**src/rtl/regfile_pkg.sv**
```systemverilog
// Shared types and sizes for the register-file writeback path.
package regfile_pkg;

   localparam int REG_ADDR_W       = 5;
   localparam int XLEN             = 64;
   localparam int LQ_DEPTH_DEFAULT = 4;

   // One register-file write request: destination and value.
   typedef struct packed {
      logic [REG_ADDR_W-1:0] rd;
      logic [XLEN-1:0]       data;
   } wb_req_t;

   // Round-robin pointer: which source wins the next contended cycle.
   typedef enum logic {
      RR_FAVOR_A = 1'b0,
      RR_FAVOR_L = 1'b1
   } rr_ptr_t;

endpackage

```
**src/rtl/wb_load_fifo.sv**
```systemverilog
// Circular load-response queue. Head entry is visible combinationally so
// the arbiter can grant it in the same cycle it becomes the oldest entry.
// A push into a full queue is accepted only if a pop happens that cycle;
// otherwise the entry is dropped and the sticky overflow flag is set.
module wb_load_fifo
   import regfile_pkg::*;
#(
   parameter  int DEPTH = LQ_DEPTH_DEFAULT,
   localparam int PTR_W = $clog2(DEPTH),
   localparam int CNT_W = PTR_W + 1
) (
   input  logic             clk,
   input  logic             reset,
   input  logic             push,
   input  wb_req_t          push_req,
   input  logic             pop,
   output wb_req_t          head,
   output logic [CNT_W-1:0] count,
   output logic             full,
   output logic             empty,
   output logic             overflow
);

   localparam logic [PTR_W-1:0] PTR_ONE   = 1;
   localparam logic [CNT_W-1:0] CNT_ONE   = 1;
   localparam logic [CNT_W-1:0] CNT_DEPTH = DEPTH;

   wb_req_t          mem [DEPTH];
   logic [PTR_W-1:0] rd_ptr_reg;
   logic [PTR_W-1:0] wr_ptr_reg;
   logic [CNT_W-1:0] count_reg;
   logic             overflow_reg;
   logic             push_ok;
   logic             pop_ok;

   assign full     = (count_reg == CNT_DEPTH);
   assign empty    = (count_reg == '0);
   assign count    = count_reg;
   assign overflow = overflow_reg;
   assign head     = mem[rd_ptr_reg];

   // When full, wr_ptr equals rd_ptr; the simultaneous pop has already read
   // the head combinationally, so overwriting that slot is safe.
   assign pop_ok  = pop && !empty;
   assign push_ok = push && (!full || pop_ok);

   // Entry storage; contents need no reset since count gates visibility.
   always_ff @(posedge clk) begin
      if (push_ok) begin
         mem[wr_ptr_reg] <= push_req;
      end
   end

   // Pointers, occupancy and sticky overflow; pointers wrap at DEPTH (power of two).
   always_ff @(posedge clk or posedge reset) begin
      if (reset) begin
         rd_ptr_reg   <= '0;
         wr_ptr_reg   <= '0;
         count_reg    <= '0;
         overflow_reg <= 1'b0;
      end else begin
         if (push_ok) begin
            wr_ptr_reg <= wr_ptr_reg + PTR_ONE;
         end
         if (pop_ok) begin
            rd_ptr_reg <= rd_ptr_reg + PTR_ONE;
         end
         case ({push_ok, pop_ok})
            2'b10:   count_reg <= count_reg + CNT_ONE;
            2'b01:   count_reg <= count_reg - CNT_ONE;
            default: count_reg <= count_reg;
         endcase
         if (push && !push_ok) begin
            overflow_reg <= 1'b1;
         end
      end
   end

endmodule

```
**src/rtl/regfile_write_arbiter.sv**
```systemverilog
// Shares the register-file write port between the ALU (valid/ready) and the
// load unit (valid-only, buffered in wb_load_fifo). The winner is staged for
// one cycle and presented as RegWrite/RD/WriteData for the negedge commit.
// Writes to x0 are granted but suppressed.
// Optional macro WB_FWD_EN adds two forwarding lookups against the staging
// register for the half cycle before the register file commits it.
module regfile_write_arbiter
   import regfile_pkg::*;
#(
   parameter int LQ_DEPTH  = LQ_DEPTH_DEFAULT,
   parameter int LOAD_PRIO = 0
) (
   input  logic                     clk,
   input  logic                     reset,
   input  logic                     a_valid,
   input  logic [4:0]               a_rd,
   input  logic [63:0]              a_data,
   output logic                     a_ready,
   input  logic                     l_valid,
   input  logic [4:0]               l_rd,
   input  logic [63:0]              l_data,
   output logic                     RegWrite,
   output logic [4:0]               RD,
   output logic [63:0]              WriteData,
   output logic [$clog2(LQ_DEPTH):0] lq_count,
   output logic                     lq_full,
   output logic                     lq_overflow
`ifdef WB_FWD_EN
   ,
   input  logic [4:0]               fq_rs1,
   input  logic [4:0]               fq_rs2,
   output logic                     fq_hit1,
   output logic                     fq_hit2,
   output logic [63:0]              fq_data1,
   output logic [63:0]              fq_data2
`endif
);

   wb_req_t          l_push_req;
   wb_req_t          a_req;
   wb_req_t          lq_head;
   wb_req_t          win_req;
   logic             lq_empty;
   logic             contended;
   logic             grant_a;
   logic             grant_l;
   rr_ptr_t          rr_ptr_reg;
   logic             regwrite_reg;
   logic [4:0]       rd_reg;
   logic [63:0]      wdata_reg;

   assign l_push_req = {l_rd, l_data};
   assign a_req      = {a_rd, a_data};

   // Loads always enqueue; a load is never granted in its arrival cycle.
   wb_load_fifo #(
      .DEPTH (LQ_DEPTH)
   ) u_lq (
      .clk      (clk),
      .reset    (reset),
      .push     (l_valid),
      .push_req (l_push_req),
      .pop      (grant_l),
      .head     (lq_head),
      .count    (lq_count),
      .full     (lq_full),
      .empty    (lq_empty),
      .overflow (lq_overflow)
   );

   // Pick one source per cycle: fixed load priority or round-robin.
   always_comb begin
      grant_a   = 1'b0;
      grant_l   = 1'b0;
      contended = a_valid && !lq_empty;
      if (contended) begin
         if (LOAD_PRIO != 0 || rr_ptr_reg == RR_FAVOR_L) begin
            grant_l = 1'b1;
         end else begin
            grant_a = 1'b1;
         end
      end else begin
         grant_a = a_valid;
         grant_l = !lq_empty;
      end
   end

   assign a_ready = grant_a;
   assign win_req = grant_l ? lq_head : a_req;

   // Round-robin pointer flips to the loser only after a contended grant.
   always_ff @(posedge clk or posedge reset) begin
      if (reset) begin
         rr_ptr_reg <= RR_FAVOR_A;
      end else if (contended) begin
         rr_ptr_reg <= grant_a ? RR_FAVOR_L : RR_FAVOR_A;
      end
   end

   // Staging register; x0 grants and idle cycles leave RD/WriteData untouched.
   always_ff @(posedge clk or posedge reset) begin
      if (reset) begin
         regwrite_reg <= 1'b0;
         rd_reg       <= '0;
         wdata_reg    <= '0;
      end else if ((grant_a || grant_l) && win_req.rd != '0) begin
         regwrite_reg <= 1'b1;
         rd_reg       <= win_req.rd;
         wdata_reg    <= win_req.data;
      end else begin
         regwrite_reg <= 1'b0;
      end
   end

   assign RegWrite  = regwrite_reg;
   assign RD        = rd_reg;
   assign WriteData = wdata_reg;

`ifdef WB_FWD_EN
   logic [4:0]  fq_rs   [2];
   logic        fq_hit  [2];
   logic [63:0] fq_data [2];

   assign fq_rs[0] = fq_rs1;
   assign fq_rs[1] = fq_rs2;

   // Each lookup hits only a live, non-x0 write in the staging register.
   for (genvar gi = 0; gi < 2; gi++) begin : g_fwd
      assign fq_hit[gi]  = regwrite_reg && (rd_reg == fq_rs[gi]) && (fq_rs[gi] != '0);
      assign fq_data[gi] = fq_hit[gi] ? wdata_reg : '0;
   end

   assign fq_hit1  = fq_hit[0];
   assign fq_hit2  = fq_hit[1];
   assign fq_data1 = fq_data[0];
   assign fq_data2 = fq_data[1];
`endif

endmodule
```
**config.mk**
```make
export PLATFORM = sky130hd
export DESIGN_NAME = regfile_write_arbiter
export DESIGN_NICKNAME = d
export VERILOG_FILES = /design/src/rtl/regfile_pkg.sv /design/src/rtl/wb_load_fifo.sv /design/src/rtl/regfile_write_arbiter.sv
export SDC_FILE = /design/constraint.sdc
export NUM_CORES = 1
export LEC_CHECK = 0
export CAP_MARGIN = 20
export CORE_ASPECT_RATIO = 1.5
export CORE_MARGIN = 1.5
export CORE_UTILIZATION = 25
export DETAILED_ROUTE_END_ITERATION = 16
export PLACE_DENSITY_LB_ADDON = 0.15
export SLEW_MARGIN = 10
export SYNTH_ARGS = -nofsm -noshare
export SYNTH_HDL_FRONTEND = slang
export SYNTH_SLANG_ARGS = --single-unit
```
**constraint.sdc**
```tcl
create_clock -name clk -period 7.2 [get_ports clk]
set_input_delay 0.72 -clock clk [delete_from_list [all_inputs] [get_ports clk]]
set_output_delay 0.72 -clock clk [all_outputs]
set_load 0.01 [all_outputs]
```
Word-level counts from Yosys, hierarchy flattened
Memories as Yosys holds them, arrays and structs flattened.
Index checks and enable logic that the tools add are counted.
{ "totals": {"out_inout_bits": 76, "input_bits": 142, "elab_cells": 39, "n_memories": 1, "register_bits": 79, "ramBits": 276} }
{ "memory_table": {"columns": ["name", "depth", "width", "rd", "rd_clocked_by_memory_dff", "wr", "line_no", "source"], "rows": [
  ["u_lq.mem", 4, 69, 1, 0, 1, "wb_load_fifo.sv:28", "wb_req_t mem [DEPTH];"]
]} }
{ "classes": {"n_eq_ne": 3, "reduce_logical": 13, "n_mux": 10, "addsub": 4} }
{ "op_table": {"columns": ["cell", "n"], "rows": [
  ["69-bit two-way mux", 1],
  ["1-bit two-way mux", 8],
  ["3-bit case mux with 2 select lines", 1],
  ["1-bit logical AND", 5],
  ["5-bit nonzero test", 1],
  ["2-bit by 1-bit adder with 2-bit output, second input constant", 2],
  ["3-bit by 1-bit adder with 3-bit output, second input constant", 1],
  ["3-bit equality test, second input constant", 1],
  ["1-bit logical NOT", 3],
  ["3-bit logical NOT", 1],
  ["3-bit by 1-bit subtractor with 3-bit output, second input constant", 1],
  ["2-bit by 1-bit equality test with 1-bit output, second input constant", 1],
  ["2-bit equality test, second input constant", 1],
  ["1-bit logical OR", 2],
  ["2-bit nonzero test", 1]
]} }

Longest topological paths before layout
{ "logic_depth": {"depth_word": 9, "ltp_mapped": 10, "ltp_nobuf": 10} }

Hierarchy
A second synthesis with hierarchy kept.
{ "hier_totals": {"hier_cells": 751, "hier_area_um2": 13968.4} }
{ "modules_own_cells": {"columns": ["mod", "area_each_um2", "n_inst", "cells_per_inst"], "rows": [
  ["wb_load_fifo", 10476.3, 1, 417],
  ["regfile_write_arbiter", 3492.1, 1, 334]
]} }

Worst setup path before layout
No wires, ideal clock.
{ "synth_timing": {"path_kind": "in2reg", "from": "input port a_valid", "to": "memory u_lq.mem[0][0] (netlist name) (enable)", "stages": 3, "t_arrival_ps": 2643, "setup_slack_ps": 4122, "setup_ps": 435, "cell_sequence": "nor2b_1 -> nand2_1 -> and3_1"} }
{ "synth_via": {"elab_chain_len": 7} }
{ "synth_lines": {"columns": ["item", "line_no", "source"], "rows": [
  ["start: declaration", "regfile_write_arbiter.sv:15", "input logic a_valid,"],
  ["1-bit logical AND", "regfile_write_arbiter.sv:75", "contended = a_valid && !lq_empty;"],
  ["1-bit two-way mux", "regfile_write_arbiter.sv:76", "if (contended) begin"],
  ["1-bit logical AND", "wb_load_fifo.sv:44", "assign pop_ok = pop && !empty;"],
  ["1-bit logical OR", "wb_load_fifo.sv:45", "assign push_ok = push && (!full || pop_ok);"],
  ["1-bit logical AND", "wb_load_fifo.sv:45", null],
  ["1-bit two-way mux", "wb_load_fifo.sv:49", "if (push_ok) begin"],
  ["1-bit two-way mux (not written as such)", "wb_load_fifo.sv:50", "mem[wr_ptr_reg] <= push_req;"],
  ["end: declaration", "wb_load_fifo.sv:28", null]
]} }
Every way passes these cells.

Final worst setup path
{ "layout_timing": {"from": "register u_lq.rd_ptr_reg[1]", "to": "register wdata_reg[30], in the netlist WriteData[30]"} }
{ "layout_via": {"elab_chain_len": 4} }
{ "layout_lines": {"columns": ["item", "line_no", "source"], "rows": [
  ["start: declaration", "wb_load_fifo.sv:29", "logic [PTR_W-1:0] rd_ptr_reg;"],
  ["start signal: assignment", "wb_load_fifo.sv:66", "rd_ptr_reg <= rd_ptr_reg + PTR_ONE;"],
  ["memory read 4 x 69 bit (*)", null, null],
  ["69-bit two-way mux (*)", "regfile_write_arbiter.sv:89", "assign win_req = grant_l ? lq_head : a_req;"],
  ["5-bit nonzero test", "regfile_write_arbiter.sv:106", "end else if ((grant_a || grant_l) && win_req.rd != '0) begin"],
  ["1-bit logical AND", "regfile_write_arbiter.sv:106", null],
  ["end signal: assignment", "regfile_write_arbiter.sv:109", "wdata_reg <= win_req.data;"],
  ["end: declaration", "regfile_write_arbiter.sv:50", "logic [63:0] wdata_reg;"]
]} }
Mark *: on every way between the ends. The rest lies on a longest branch, timed or not.
A chain may end at the register's enable or synchronous reset.

==> impl_metrics.env <==
export IMPL_status="completed"
export IMPL_power_density_mw_per_mm2=424
export IMPL_r2r_end="WriteData[30]"
export IMPL_place_area_sq_mm=0.0169
export IMPL_cts_htree_levels=2
export IMPL_wl_per_cell_microns=21.2
export IMPL_crit_top_cell="buf_4"
export IMPL_finalSetupTns_ns=0
export IMPL_slew_headroom_pct=40.9
export IMPL_hold_ws_ns=0.502
export IMPL_min_path_cells=1
export IMPL_cts_tree="done"
export IMPL_clk_pin_slew_ns=0.06
export IMPL_cts_setup_buffers=0
export IMPL_rsz0062_at_grt="no"
export IMPL_finalCritPeriodShare_pct=52.7
export IMPL_cpPeakStageDelay_ns=0.85
export IMPL_ant_nets=0
export IMPL_fillers=5256
export IMPL_remaining_drc_errors=0
export IMPL_crit_path_end_kind="flop"
export IMPL_largest_register="u_lq.mem"
export IMPL_drv_slew=0
export IMPL_synthTopCellsByCount="edfxtp_1 (276), mux2_2 (125), dfrtp_1 (79)"
export IMPL_total_power_mw=7.74
export IMPL_seq_area_sq_mm=0.0103
export IMPL_portBuffers=217
export IMPL_crit_required_ns=7.62
export IMPL_largest_reg_flops=276
export IMPL_yosysWarningCount=0
export IMPL_synth_area_per_cell_sq_um=21.7
export IMPL_dp_hpwl_microns=21000
export IMPL_fin_nets=1028
export IMPL_synth_top_area_cell="edfxtp_1"
export IMPL_r2r_setup_slack_ns=3.40
export IMPL_path_class="reg -> reg"
export IMPL_start_kind="flop"
export IMPL_cap_violations=0
export IMPL_wl_microns=34000
export IMPL_crit_slowest_cell="dfrtp_4"
export IMPL_antenna_found_initial=3
export IMPL_fmax_ghz=0.263
export IMPL_grt_pass1_wl_microns=50900
export IMPL_synth_ff_type="edfxtp_1"
export IMPL_chipHeight_microns=292
export IMPL_ctsHoldBuffers=0
export IMPL_multiInputGateArea_sq_mm=0.00350
export IMPL_seq_area_frac_synth_pct=73.8
export IMPL_syn_inst=642
export IMPL_ys_ff_latch=355
export IMPL_core_sq_mm=0.0548
export IMPL_hp_class="reg -> reg"
export IMPL_vias_per_cell=4.27
export IMPL_drtPass1Iterations=4
export IMPL_cts_resized=0
export IMPL_place_congestion=0.650
export IMPL_worstHoldStart="u_lq.overflow"
export IMPL_grt_use_total_pct=12.2
export IMPL_worst_path_max_fanout=39
export IMPL_numCtsBuffers=39
export IMPL_cts_num_sinks=355
export IMPL_synthTopCellsByArea="edfxtp_1 (60%), dfrtp_1 (14%), mux4_2 (11%)"
export IMPL_synth_top_cell_area_share_pct=59.6
export IMPL_hold_end="u_lq.overflow"
export IMPL_clockRootBuffer="clkbuf_16"
export IMPL_reg2reg_depth=7
export IMPL_grt_pass1_vias=7783
export IMPL_initial_utilization_pct=25.4
export IMPL_ys_async_sr_fraction_pct=22.3
export IMPL_finalSetupViolCount=0
export IMPL_synth_most_common_cell="edfxtp_1"
export IMPL_synth_edf_count=276
export IMPL_power_leakage_nw=6.25
export IMPL_finish_utilization_pct=33.3
export IMPL_vias=6855
export IMPL_grt_overflow_total=0
export IMPL_die_area_sq_mm=0.0571
export IMPL_die_width_microns=196
export IMPL_synth_distinct_cells=32
export IMPL_finalInstanceArea_sq_mm=0.0183
export IMPL_clockBufferDepth=3
export IMPL_irDropWorstVdd_mv=0.183
export IMPL_drive_gt1_share_pct=31.2
export IMPL_drt_iter0_drc=159
export IMPL_syn_cell_area_sq_mm=0.0139
export IMPL_num_io_pins=218
export IMPL_grt_max_degree=49
export IMPL_syn_nets=790
export IMPL_worst_endpoint_arrival_ns=4.22
export IMPL_crit_path_cell_trace="buf_4, mux4_2, nor4_4, a211oi_4, buf_4, buf_4, mux2_2"
export IMPL_area_growth_pct=31.3
export IMPL_clock_skew_ns=0.0132
export IMPL_min_period_ns=3.80
export IMPL_worst_slew_pin_slew_ns=0.887
export IMPL_hold_violations=0
export IMPL_row_count=105
export IMPL_diodes=0
export IMPL_clock_latency_ns=0.54
export IMPL_regToRegStartpoint="u_lq.rd_ptr_reg[1]"
stage by stage:
stage	std cells	setup slack (ns)
finish	1605	3.40
global route	1605	3.15
CTS	1605	3.19
detailed placement	1534	3.23
global placement	1534	3.25
floorplan	642	4.12
cell type report:
| class | count | area share, % |
|---|---|---|
| Clock buffer | 56 | 6.15 |
| Clock inverter | 15 | 1.12 |
| Inverter | 9 | 0.199 |
| Multi-Input combinational cell | 247 | 19.2 |
| Sequential cell | 355 | 56.3 |
| Tap cell | 695 | 4.76 |
| Timing Repair Buffer | 228 | 12.4 |
routing by layer:
| layer | routed length, microns | part of all wire, % | track usage, % | vias to the layer above |
|---|---|---|---|---|
| li1 | - | - | - | 3070 |
| met3 | 1830 | 5.4 | 3.18 | 47 |
| met5 | 40 | 0.12 | 0 | - |
| met1 | 13000 | 38 | 13.4 | 3566 |
| met4 | 862 | 2.5 | 4.20 | 6 |
| met2 | 18300 | 54 | 22.5 | 166 |
logic make-up (layout without fill, tap and decap cells):
group	after synthesis	count (layout)	synth area share, %
AO/OA/AOI/OAI	7	7	0.387
XOR/XNOR	7	7	0.441
adder cells (fa/ha/maj)	6	6	0.594
buffers and inverters	40	308	1.30
flip-flops	355	355	73.8
multiplexers	207	207	22.6
AND/OR/NAND/NOR	20	20	0.882
power by group:
part           switching, mW  internal [mW]
logic                   1.07           1.48
clock network          0.809           1.26
registers              0.313           2.80
total                   2.19           5.55
worst max-delay path, delay by kind of cell (launching register included):
family	cells	cell delay (ns)
mux	2	0.77
simple gates	1	0.07
compound gates	1	0.19
flops	1	0.85
buf+inv	3	1.66
cells in the final DEF (no fill, tap or decap), types with 3 or more instances in the layout:
cell type / count
and3_4: 4
buf_4: 11
bufinv_16: 5
clkbuf_1: 11
clkbuf_16: 41
clkbuf_8: 4
clkdlybuf4s50_1: 217
clkinv_2: 6
dfrtp_1: 77
edfxtp_1: 276
ha_1: 5
inv_1: 8
mux2_2: 125
mux2_4: 10
mux2i_1: 3
mux4_2: 69
nand2_1: 3
nor2_1: 3
xnor2_1: 4
xor2_1: 3
worst max-delay path by stage:
stage,startpoint,to,slack (ns)
after global placement,u_lq.rd_ptr_reg[1],WriteData[27],3.25
after global routing,u_lq.rd_ptr_reg[1],WriteData[27],3.15
final,u_lq.rd_ptr_reg[1],WriteData[30],3.40
after detailed placement,u_lq.rd_ptr_reg[1],WriteData[63],3.23
after floorplan,a_valid,u_lq.mem[0][0],4.12
after CTS,u_lq.rd_ptr_reg[1],WriteData[26],3.19
Power figures use the tool's default switching activity.
